## src/rtl/regn_fifo_pkg.sv

```systemverilog
// Shared definitions for the register-based FWFT buffer between the UART and host logic.
// Holds the UART width/depth defaults and the occupancy classification.
package regn_fifo_pkg;

  localparam int UART_DATA_W     = 8;
  localparam int UART_FIFO_DEPTH = 16;

  typedef enum logic [1:0] {
    OCC_EMPTY   = 2'd0,
    OCC_PARTIAL = 2'd1,
    OCC_FULL    = 2'd2
  } occ_e;

  function automatic occ_e occ_of(input int unsigned cnt, input int unsigned depth);
    if (cnt == 0)
      return OCC_EMPTY;
    else if (cnt == depth)
      return OCC_FULL;
    else
      return OCC_PARTIAL;
  endfunction

endpackage

```

## src/rtl/regn_fifo_regn.sv

```systemverilog
// WIDTH-bit loadable register: captures Din when ld is high, otherwise holds.
module regn #(
  parameter int WIDTH = 8
) (
  input  logic             clk,
  input  logic             reset,
  input  logic             ld,
  input  logic [WIDTH-1:0] Din,
  output logic [WIDTH-1:0] Dout
);

  always_ff @(posedge clk or posedge reset) begin
    if (reset)
      Dout <= '0;
    else if (ld)
      Dout <= Din;
  end

endmodule

```

## src/rtl/regn_fifo.sv

```systemverilog
// WIDTH x DEPTH first-word-fall-through buffer built from loadable registers.
// Occupancy is tracked only by count; ovf/unf are sticky until reset or clr.
module regn_fifo
  import regn_fifo_pkg::*;
#(
  parameter int WIDTH = UART_DATA_W,
  parameter int DEPTH = UART_FIFO_DEPTH,
  localparam int AW   = $clog2(DEPTH)
) (
  input  logic             clk,
  input  logic             reset,
  input  logic             clr,
  input  logic             ld,
  input  logic [WIDTH-1:0] Din,
  input  logic             rd,
  output logic [WIDTH-1:0] Dout,
  output logic             empty,
  output logic             full,
  output logic [AW:0]      count,
  output logic             ovf,
  output logic             unf
);

  localparam logic [AW:0]   CNT_ONE = (AW+1)'(1);
  localparam logic [AW-1:0] PTR_ONE = AW'(1);

  logic [AW-1:0]    wr_ptr;
  logic [AW-1:0]    rd_ptr;
  logic [AW:0]      count_nxt;
  logic             push;
  logic             pop;
  logic [WIDTH-1:0] mem [DEPTH];

  // A full buffer still accepts a push when the head is popped in the same cycle.
  assign push = ld && (!full || rd);
  assign pop  = rd && !empty;

  always_comb begin
    count_nxt = count;
    unique case ({push, pop})
      2'b10:   count_nxt = count + CNT_ONE;
      2'b01:   count_nxt = count - CNT_ONE;
      default: count_nxt = count;
    endcase
  end

  always_ff @(posedge clk or posedge reset) begin
    if (reset) begin
      wr_ptr <= '0;
      rd_ptr <= '0;
      count  <= '0;
      empty  <= 1'b1;
      full   <= 1'b0;
      ovf    <= 1'b0;
      unf    <= 1'b0;
    end else if (clr) begin
      wr_ptr <= '0;
      rd_ptr <= '0;
      count  <= '0;
      empty  <= 1'b1;
      full   <= 1'b0;
      ovf    <= 1'b0;
      unf    <= 1'b0;
    end else begin
      if (push)
        wr_ptr <= wr_ptr + PTR_ONE;
      if (pop)
        rd_ptr <= rd_ptr + PTR_ONE;
      count <= count_nxt;
      empty <= (occ_of(int'(count_nxt), DEPTH) == OCC_EMPTY);
      full  <= (occ_of(int'(count_nxt), DEPTH) == OCC_FULL);
      if (ld && full && !rd)
        ovf <= 1'b1;
      if (rd && empty)
        unf <= 1'b1;
    end
  end

  // Storage entries are never reset; only the control state is.
  for (genvar i = 0; i < DEPTH; i++) begin : g_entry
    regn #(.WIDTH(WIDTH)) u_regn (
      .clk   (clk),
      .reset (1'b0),
      .ld    (push && (wr_ptr == AW'(i))),
      .Din   (Din),
      .Dout  (mem[i])
    );
  end

  assign Dout = empty ? '0 : mem[rd_ptr];

endmodule

```

## config.mk

```make
export PLATFORM = sky130hd
export DESIGN_NAME = regn_fifo
export DESIGN_NICKNAME = d
export VERILOG_FILES = /design/src/rtl/regn_fifo_pkg.sv /design/src/rtl/regn_fifo_regn.sv /design/src/rtl/regn_fifo.sv
export SDC_FILE = /design/constraint.sdc
export NUM_CORES = 1
export LEC_CHECK = 0
export CAP_MARGIN = 0
export CORE_MARGIN = 3
export CORE_UTILIZATION = 27
export CTS_CLUSTER_DIAMETER = 30
export CTS_CLUSTER_SIZE = 14
export DETAILED_ROUTE_END_ITERATION = 7
export GPL_ROUTABILITY_DRIVEN = 0
export PLACE_DENSITY = 0.53
export SYNTH_ARGS = -nofsm -noshare
export SYNTH_HDL_FRONTEND = slang
export SYNTH_HIERARCHICAL = 1
export SYNTH_SLANG_ARGS = --single-unit
```

## constraint.sdc

```tcl
create_clock -name clk -period 2.1 [get_ports clk]
set_input_delay 0.525 -clock clk [delete_from_list [all_inputs] [get_ports clk]]
set_output_delay 0.525 -clock clk [all_outputs]
set_load 0.01 [all_outputs]
```

==> flow_metrics.py, run 1 <==
metrics = {
    "outcome": {
        "status": "finished, violations left",
        "failed_checks": "setup timing",
    },
    "timing": {
        "timing.final.hold_violations": 0,
        "final-setup-viol-count": 8,
        "post_route_clock_skew_ns": 0.008605,
        "finalHoldWorstSlack_ns": 0.4186,
        "maxClockFrequency_mhz": 340.2,
        "slew_viol_final": 0,
        "unrepaired_setup_endpoints_after_global_routing": "yes",
        "timing.max_slew.rel_slack_pct": 61.08,
        "fin_crit_sh_pct": 140.0,
        "final_period_minus_worst_setup_slack_ns": 2.940,
        "setup_ws_ns": -0.8397,
        "tightest_slew_ns": 0.5838,
    },
    "floorplanning": {
        "coreArea_um2": 27930,
        "die_area_um2": 30580,
        "die_h_um": 174.9,
        "floorplan.initialDensity_pct": 27.57,
        "std_cell_rows": 61,
        "die-width_um": 174.9,
        "pin_count": 30,
    },
    "power": {
        "vdd_ir_drop_max_v": 0.0004894,
        "power_per_cell_area_nw_per_um2": 864.0,
        "total_leakage_power_uw": 0.004489,
    },
    "critical_path": {
        "timing_worst_setup_path_type": "flop to output port",
        "timing.critical_path.required_ns": 1.57,
        "reg2reg_depth": 8,
        "regToRegEndpoint": "full$_DFF_PP0_",
        "timing.critical_path.fanout_max": 5,
        "worst_ep_arrival_time_ns": 2.41,
        "setup.reg_to_reg.worst_slack_ns": 0.09,
        "crit_end_category": "output port",
        "crit_path_start_kind": "flop",
        "critical_path.reg2reg.startpoint": "empty$_DFF_PP1_",
    },
    "drt": {
        "highest_layer": "met5",
        "routed_wirelength_um": 20240,
        "detail_route.vias_per_cell": 4.456,
        "antenna_violating_nets_post_route": 0,
        "drt-pass1-iter-count": 4,
        "vias": 4505,
        "wirelength_met1_um": 9199,
        "detail_route.iter0.violations": 262,
        "met3_wirelength_um": 1054,
        "drt-wirelength-per-cell_um": 20.02,
        "remaining_drc_errors": 0,
        "wl_met2_um": 9692,
    },
    "finish": {
        "final_layout_size_suffix_gt1_share_pct": 56.24,
        "area_growth_syn_to_layout_pct": 28.87,
        "stdcell_count": 1011,
        "num_antenna_cells": 0,
        "layout_nets": 640,
        "commonest_non_fill_non_tap_cell_in_the_layout": "sky130_fd_sc_hd__dfrtp_1",
        "layout.cells.most_common_list": "141 x sky130_fd_sc_hd__dfrtp_1, 128 x sky130_fd_sc_hd__mux2_4, 92 x sky130_fd_sc_hd__buf_4",
    },
    "clocking": {
        "clock_sinks": 145,
        "numCtsBuffers": 17,
        "clock_tree.buffer_depth": 2,
        "cts.htree.levels": 4,
        "cts_root_buffer": "sky130_fd_sc_hd__clkbuf_16",
        "clock_input_transition_at_the_sequential_cells_of_the_worst_setup_and_hold_paths_ns": 0.07,
        "worstSkewPairLatency_ns": 0.43,
        "tritoncts": "built",
    },
    "global_route": {
        "grt_overflow_total": 0,
        "grt_antenna_before_repair": 1,
        "grt_util_all_layers_pct": 13.79,
        "vias_in_the_first_global_route": 5060,
        "grt_first_pass_wirelength_um": 31740,
        "grt_max_degree": 34,
    },
    "synthesis": {
        "post_synth.cell_area_avg_um2": 15.98,
        "postSynth.asyncResetShare_pct": 100.0,
        "synth_enable_flop_cells": 0,
        "synth.ff_latch_count": 145,
        "synthTopCellsByArea": "sky130_fd_sc_hd__dfrtp_1 47%, sky130_fd_sc_hd__mux2_4 25%, sky130_fd_sc_hd__mux4_1 6.5%, sky130_fd_sc_hd__mux4_2 6.1%, sky130_fd_sc_hd__buf_6 2.5%",
        "seq_area_frac_synth_pct": 47.13,
        "syn-instance-count": 482,
        "mappedNetlistArea_um2": 7701,
        "dominantRegCellSynth": "sky130_fd_sc_hd__dfrtp_1",
        "netlist.area_leader.share_pct": 46.79,
        "yosys.area.top_type": "sky130_fd_sc_hd__dfrtp_1",
        "synth.lib_cells_used.distinct": 40,
        "ys_warn_count": 6,
    },
    "placed_design": {
        "place_inst": 972,
        "port_buffers": 29,
        "hpwl_um": 13830,
    },
    "hold_path": {
        "timing.hold.worst.class": "input port to async pin",
    },
    "job": {
        "timing.max_cap.violations": 0,
    },
}
worst max-delay path: stages, from the launching register on:
cell,delay (ns)
sky130_fd_sc_hd__dfrtp_2,0.41
sky130_fd_sc_hd__buf_12,0.13
sky130_fd_sc_hd__buf_12,0.12
sky130_fd_sc_hd__mux4_2,0.57
sky130_fd_sc_hd__mux4_2,0.50
sky130_fd_sc_hd__nor2b_4,0.14
sky130_fd_sc_hd__buf_6,0.12
cells in the mapped netlist (all sizes together) (3+ instances only):
| cell | n |
|---|---|
| a21oi | 7 |
| a31oi | 3 |
| and2 | 11 |
| buf | 27 |
| clkbuf | 9 |
| dfrtp | 144 |
| ha | 7 |
| inv | 26 |
| mux2 | 128 |
| mux2i | 4 |
| mux4 | 40 |
| nand2 | 6 |
| nand3 | 3 |
| nor2 | 21 |
| nor2b | 8 |
| nor3 | 3 |
| nor3b | 4 |
| nor4 | 5 |
| xor2 | 8 |
final cells by class:
cell class              count  area, µm²
clock buffers              17      425.4
clock inverters            15      158.9
fillers                  2677      18010
inverters                  26      102.6
multi-input cells         290       3779
flip-flops and latches    145       3633
well taps                 378      473.0
repair buffers            140       1353
registers in the layout, summed over array words and instances, names as in the netlist:
signal / cells
rd_ptr: 4
wr_ptr: 4
empty: 1
full: 1
ovf: 1
unf: 1
g_entry.u_regn/Dout: 128
count: 5
through the flow:
step	util (%)	power [µW]	area, µm²	TNS [ns]	worst slack [ns]
finish	35.53	8575	9925	-6.468	-0.8397
global route	35.53	8941	9925	-7.017	-0.8977
CTS	35.43	8596	9897	-6.969	-0.8947
detailed placement	32.57	5315	9097	-71.39	-0.7469
global placement	32.57	5270	9097	-65.97	-0.7454
floorplan	-	4609	7744	-1.334	-0.1547
cell families (layout without fill, tap and decap cells):
logic type / after synthesis / in the layout / synth area share, %
buf+inv: 62 / 198 / 5.556
mux: 172 / 172 / 38.10
flops: 145 / 145 / 47.13
simple gates: 68 / 68 / 5.540
fa+ha+maj: 7 / 7 / 1.137
other cells: 1 / 16 / 0.04869
xor+xnor: 10 / 10 / 1.137
compound gates: 17 / 17 / 1.349
worst max path at each step:
stage               depth (start not counted)       to  slack (ns)                  start
floorplan                                   5  Dout[0]       -0.15  rd_ptr[0]$_DFFE_PP0P_
global placement                            5  Dout[3]       -0.75  rd_ptr[0]$_DFFE_PP0P_
detailed placement                          5  Dout[5]       -0.75  rd_ptr[0]$_DFFE_PP0P_
CTS                                         7  Dout[2]       -0.89  rd_ptr[0]$_DFFE_PP0P_
global route                                6  Dout[5]       -0.90  rd_ptr[0]$_DFFE_PP0P_
finish                                      6  Dout[5]       -0.84  rd_ptr[0]$_DFFE_PP0P_
layer usage:
| metal | global-route usage [%] | up-vias |
|---|---|---|
| met1 | 18.27 | 2409 |
| met3 | 4.389 | 17 |
| met4 | 3.158 | 2 |
| li1 | - | 1991 |
| met2 | 22.17 | 86 |
| met5 | 0 | - |
report_power, final:
part,switching (µW),internal (µW)
Clock,1370,1690
Sequential,260,3110
Combinational,840,1310
what timing repair did:
action,CTS,global route
hold buffers,0,0
pin swaps,5,9
setup endpoints to repair,83,46
gates cloned,3,0
gates resized for setup,60,23
buffers inserted,7,1
No activity file was read; power rests on OpenSTA's default activity.
==> inputs of run 2 (changes only) <==
CTS_CLUSTER_SIZE = 20   (was 14)
HOLD_SLACK_MARGIN = 0.15   (was default)
==> results of run 2 <==
Same layout as run 1: the final DEF is identical, and so are final timing and power.
==> inputs of run 3 (changes only) <==
CORE_MARGIN = default   (was 3)
==> run 3 against run 2 <==
The run still ends with setup timing left. Critical path depth did not move. Clock skew rose by 0.0013 ns. Global-route usage rose by 0.43 points. Via count fell by 1.6%. Power fell by 0.71%. Core utilization fell by 0.15 points. Sequential cell count did not move. Clock power barely moved. Cell area fell by 0.42%. Final cell count barely moved. Sequential share of layout area rose by 0.15 points. Non-clock buffer count rose by 1. Highest routed layer is now met4.
==> flow_metrics.py, run 3 (synthesized netlist as in run 1, its figures left out) <==
metrics = {
    "outcome": {
        "status": "finished, violations left",
        "failed_checks": "setup timing",
    },
    "finish": {
        "stdcell_count": 1012,
        "n_fill_cell": 2698,
        "commonest_non_fill_non_tap_cell_in_the_layout": "sky130_fd_sc_hd__dfrtp_1",
        "num_antenna_cells": 0,
        "reg_top3": "g_entry.u_regn/Dout (128), count (5)",
        "regMostFlops": "g_entry.u_regn/Dout",
        "largest_register_ff_count": 128,
        "post-route-util_pct": 35.38,
        "layout_nets": 641,
        "layout.cells.most_common_list": "141 x sky130_fd_sc_hd__dfrtp_1, 128 x sky130_fd_sc_hd__mux2_4, 94 x sky130_fd_sc_hd__buf_4",
        "finish.instance_area_um2": 9883,
        "final_layout_size_suffix_gt1_share_pct": 54.42,
        "area_growth_syn_to_layout_pct": 28.33,
    },
    "drt": {
        "drt-pass1-iter-count": 4,
        "detail_route.vias_per_cell": 4.381,
        "routed_wirelength_um": 19200,
        "drt-wirelength-per-cell_um": 18.97,
        "vias": 4434,
        "antenna_violating_nets_post_route": 0,
        "remaining_drc_errors": 0,
        "detail_route.iter0.violations": 295,
    },
    "global_route": {
        "grt_overflow_total": 0,
        "grt_max_degree": 36,
        "vias_in_the_first_global_route": 4920,
        "grt_util_all_layers_pct": 14.22,
        "grt_first_pass_wirelength_um": 30370,
        "grt_antenna_before_repair": 0,
    },
    "timing": {
        "post_route_clock_skew_ns": 0.009910,
        "tightest_slew_ns": 0.5275,
        "final_period_minus_worst_setup_slack_ns": 2.919,
        "finalHoldWorstSlack_ns": 0.4189,
        "maxClockFrequency_mhz": 342.6,
        "setup_total_negative_slack_ns": -6.372,
        "timing.final.hold_violations": 0,
        "timing.max_slew.rel_slack_pct": 64.83,
        "final-setup-viol-count": 8,
        "slew_viol_final": 0,
        "setup_ws_ns": -0.8192,
        "unrepaired_setup_endpoints_after_global_routing": "yes",
        "fin_crit_sh_pct": 139.0,
    },
    "power": {
        "power.sequential.fraction_pct": 39.6,
        "p_sw_share_pct": 28.23,
        "pwr-share-comb_pct": 24.7,
        "clock_share_of_power_pct": 35.7,
        "p_int_uw": 6110,
        "power_spent_charging_and_discharging_nets_uw": 2404,
        "total_leakage_power_uw": 0.004460,
        "vdd_ir_drop_max_v": 0.0005783,
        "power_per_cell_area_nw_per_um2": 861.5,
    },
    "placed_design": {
        "post_dp_cell_area_um2": 9112,
        "port_buffers": 29,
        "place_inst": 974,
        "hpwl_um": 13810,
    },
    "critical_path": {
        "critical_path.reg2reg.startpoint": "empty$_DFF_PP1_",
        "crit_end_category": "output port",
        "regToRegEndpoint": "empty$_DFF_PP1_",
        "crit_path_start_kind": "flop",
        "cp_dominant_cell_by_count": "sky130_fd_sc_hd__mux4_2",
        "reg2reg_depth": 9,
        "largest_stage_delay_on_the_critical_path_ns": 0.52,
        "timing.critical_path.required_ns": 1.57,
        "critical_path.cell_chain": "buf_4 > buf_8 > mux4_2 > mux4_2 > nor2b_4 > buf_6",
        "timing.critical_path.fanout_max": 5,
        "setup.reg_to_reg.worst_slack_ns": 0.05,
        "crit_path_top_delay_cell": "sky130_fd_sc_hd__mux4_2",
        "timing_worst_setup_path_type": "flop to output port",
        "worst_ep_arrival_time_ns": 2.39,
    },
    "clocking": {
        "clock_sinks": 145,
        "worstSkewPairLatency_ns": 0.44,
        "cts_root_buffer": "sky130_fd_sc_hd__clkbuf_16",
        "clock_input_transition_at_the_sequential_cells_of_the_worst_setup_and_hold_paths_ns": 0.06,
        "cts.hold.buffers_added": 0,
        "cts.htree.levels": 4,
        "numCtsBuffers": 17,
        "clock_tree.buffer_depth": 2,
        "tritoncts": "built",
    },
    "floorplanning": {
        "die-width_um": 170.9,
        "coreArea_um2": 27930,
        "pin_count": 30,
        "die_h_um": 170.9,
        "std_cell_rows": 61,
        "floorplan.initialDensity_pct": 27.57,
        "die_area_um2": 29200,
    },
    "hold_path": {
        "timing.hold.worst.class": "input port to async pin",
    },
    "job": {
        "timing.max_cap.violations": 0,
    },
}
[run 3: metal layers]
| layer | vias up | part of all wire (%) | global-route usage [%] | wire length (µm) |
|---|---|---|---|---|
| met5 | - | 0 | 0 | 0 |
| met3 | 27 | 4.8 | 3.308 | 918 |
| li1 | 1989 | - | - | - |
| met4 | 0 | 1.8 | 4.193 | 340 |
| met2 | 100 | 47 | 22.08 | 9013 |
| met1 | 2318 | 46 | 19.65 | 8928 |
[run 3: stage by stage]
step	power [µW]	setup WS (ns)
floorplan	4609	-0.1547
global placement	5263	-0.6837
detailed placement	5309	-0.7045
CTS	8557	-0.8269
global route	8891	-0.8857
finish	8514	-0.8192
[run 3: cell type report]
| type | instances | area (µm²) | area share (%) |
|---|---|---|---|
| clock buffer | 18 | 439.2 | 4.444 |
| clock inverter | 14 | 150.1 | 1.519 |
| inverter | 26 | 102.6 | 1.038 |
| multi-input combinational | 290 | 3734 | 37.78 |
| sequential | 145 | 3633 | 36.76 |
| tap | 378 | 473.0 | 4.785 |
| timing repair buffer | 141 | 1351 | 13.67 |
[run 3: power groups by stage]
stage	Sequential, µW	Combinational, µW	Clock (µW)
global placement	3390	1870	0
detailed placement	3400	1910	0
floorplan	3300	1310	0
CTS	3370	2090	3100
global route	3400	2250	3240
finish	3370	2100	3040
[run 3: repair_timing]
action	in CTS	in global routing
pin swaps	4	2
resized for setup	61	2
gates cloned	3	0
setup endpoints to repair	85	13
buffers inserted	5	0
[run 3: worst max-delay path by stage]
stage | startpoint | to | slack, ns | depth (start not counted)
2_1_floorplan | rd_ptr[0]$_DFFE_PP0P_ | Dout[0] | -0.15 | 5
3_3_place_gp | rd_ptr[0]$_DFFE_PP0P_ | Dout[0] | -0.68 | 5
3_5_place_dp | rd | full$_DFF_PP0_ | -0.70 | 9
4_1_cts | rd_ptr[0]$_DFFE_PP0P_ | Dout[2] | -0.83 | 6
5_1_grt | rd_ptr[0]$_DFFE_PP0P_ | Dout[6] | -0.89 | 6
6_report | rd_ptr[0]$_DFFE_PP0P_ | Dout[6] | -0.82 | 6
[run 3: worst max-delay path: cells and delay by family (launching register included)]
kind / cells / cell delay (ns)
buffers and inverters: 3 / 0.38
and+or+nand+nor: 1 / 0.15
DFF: 1 / 0.39
muxes: 2 / 1.04
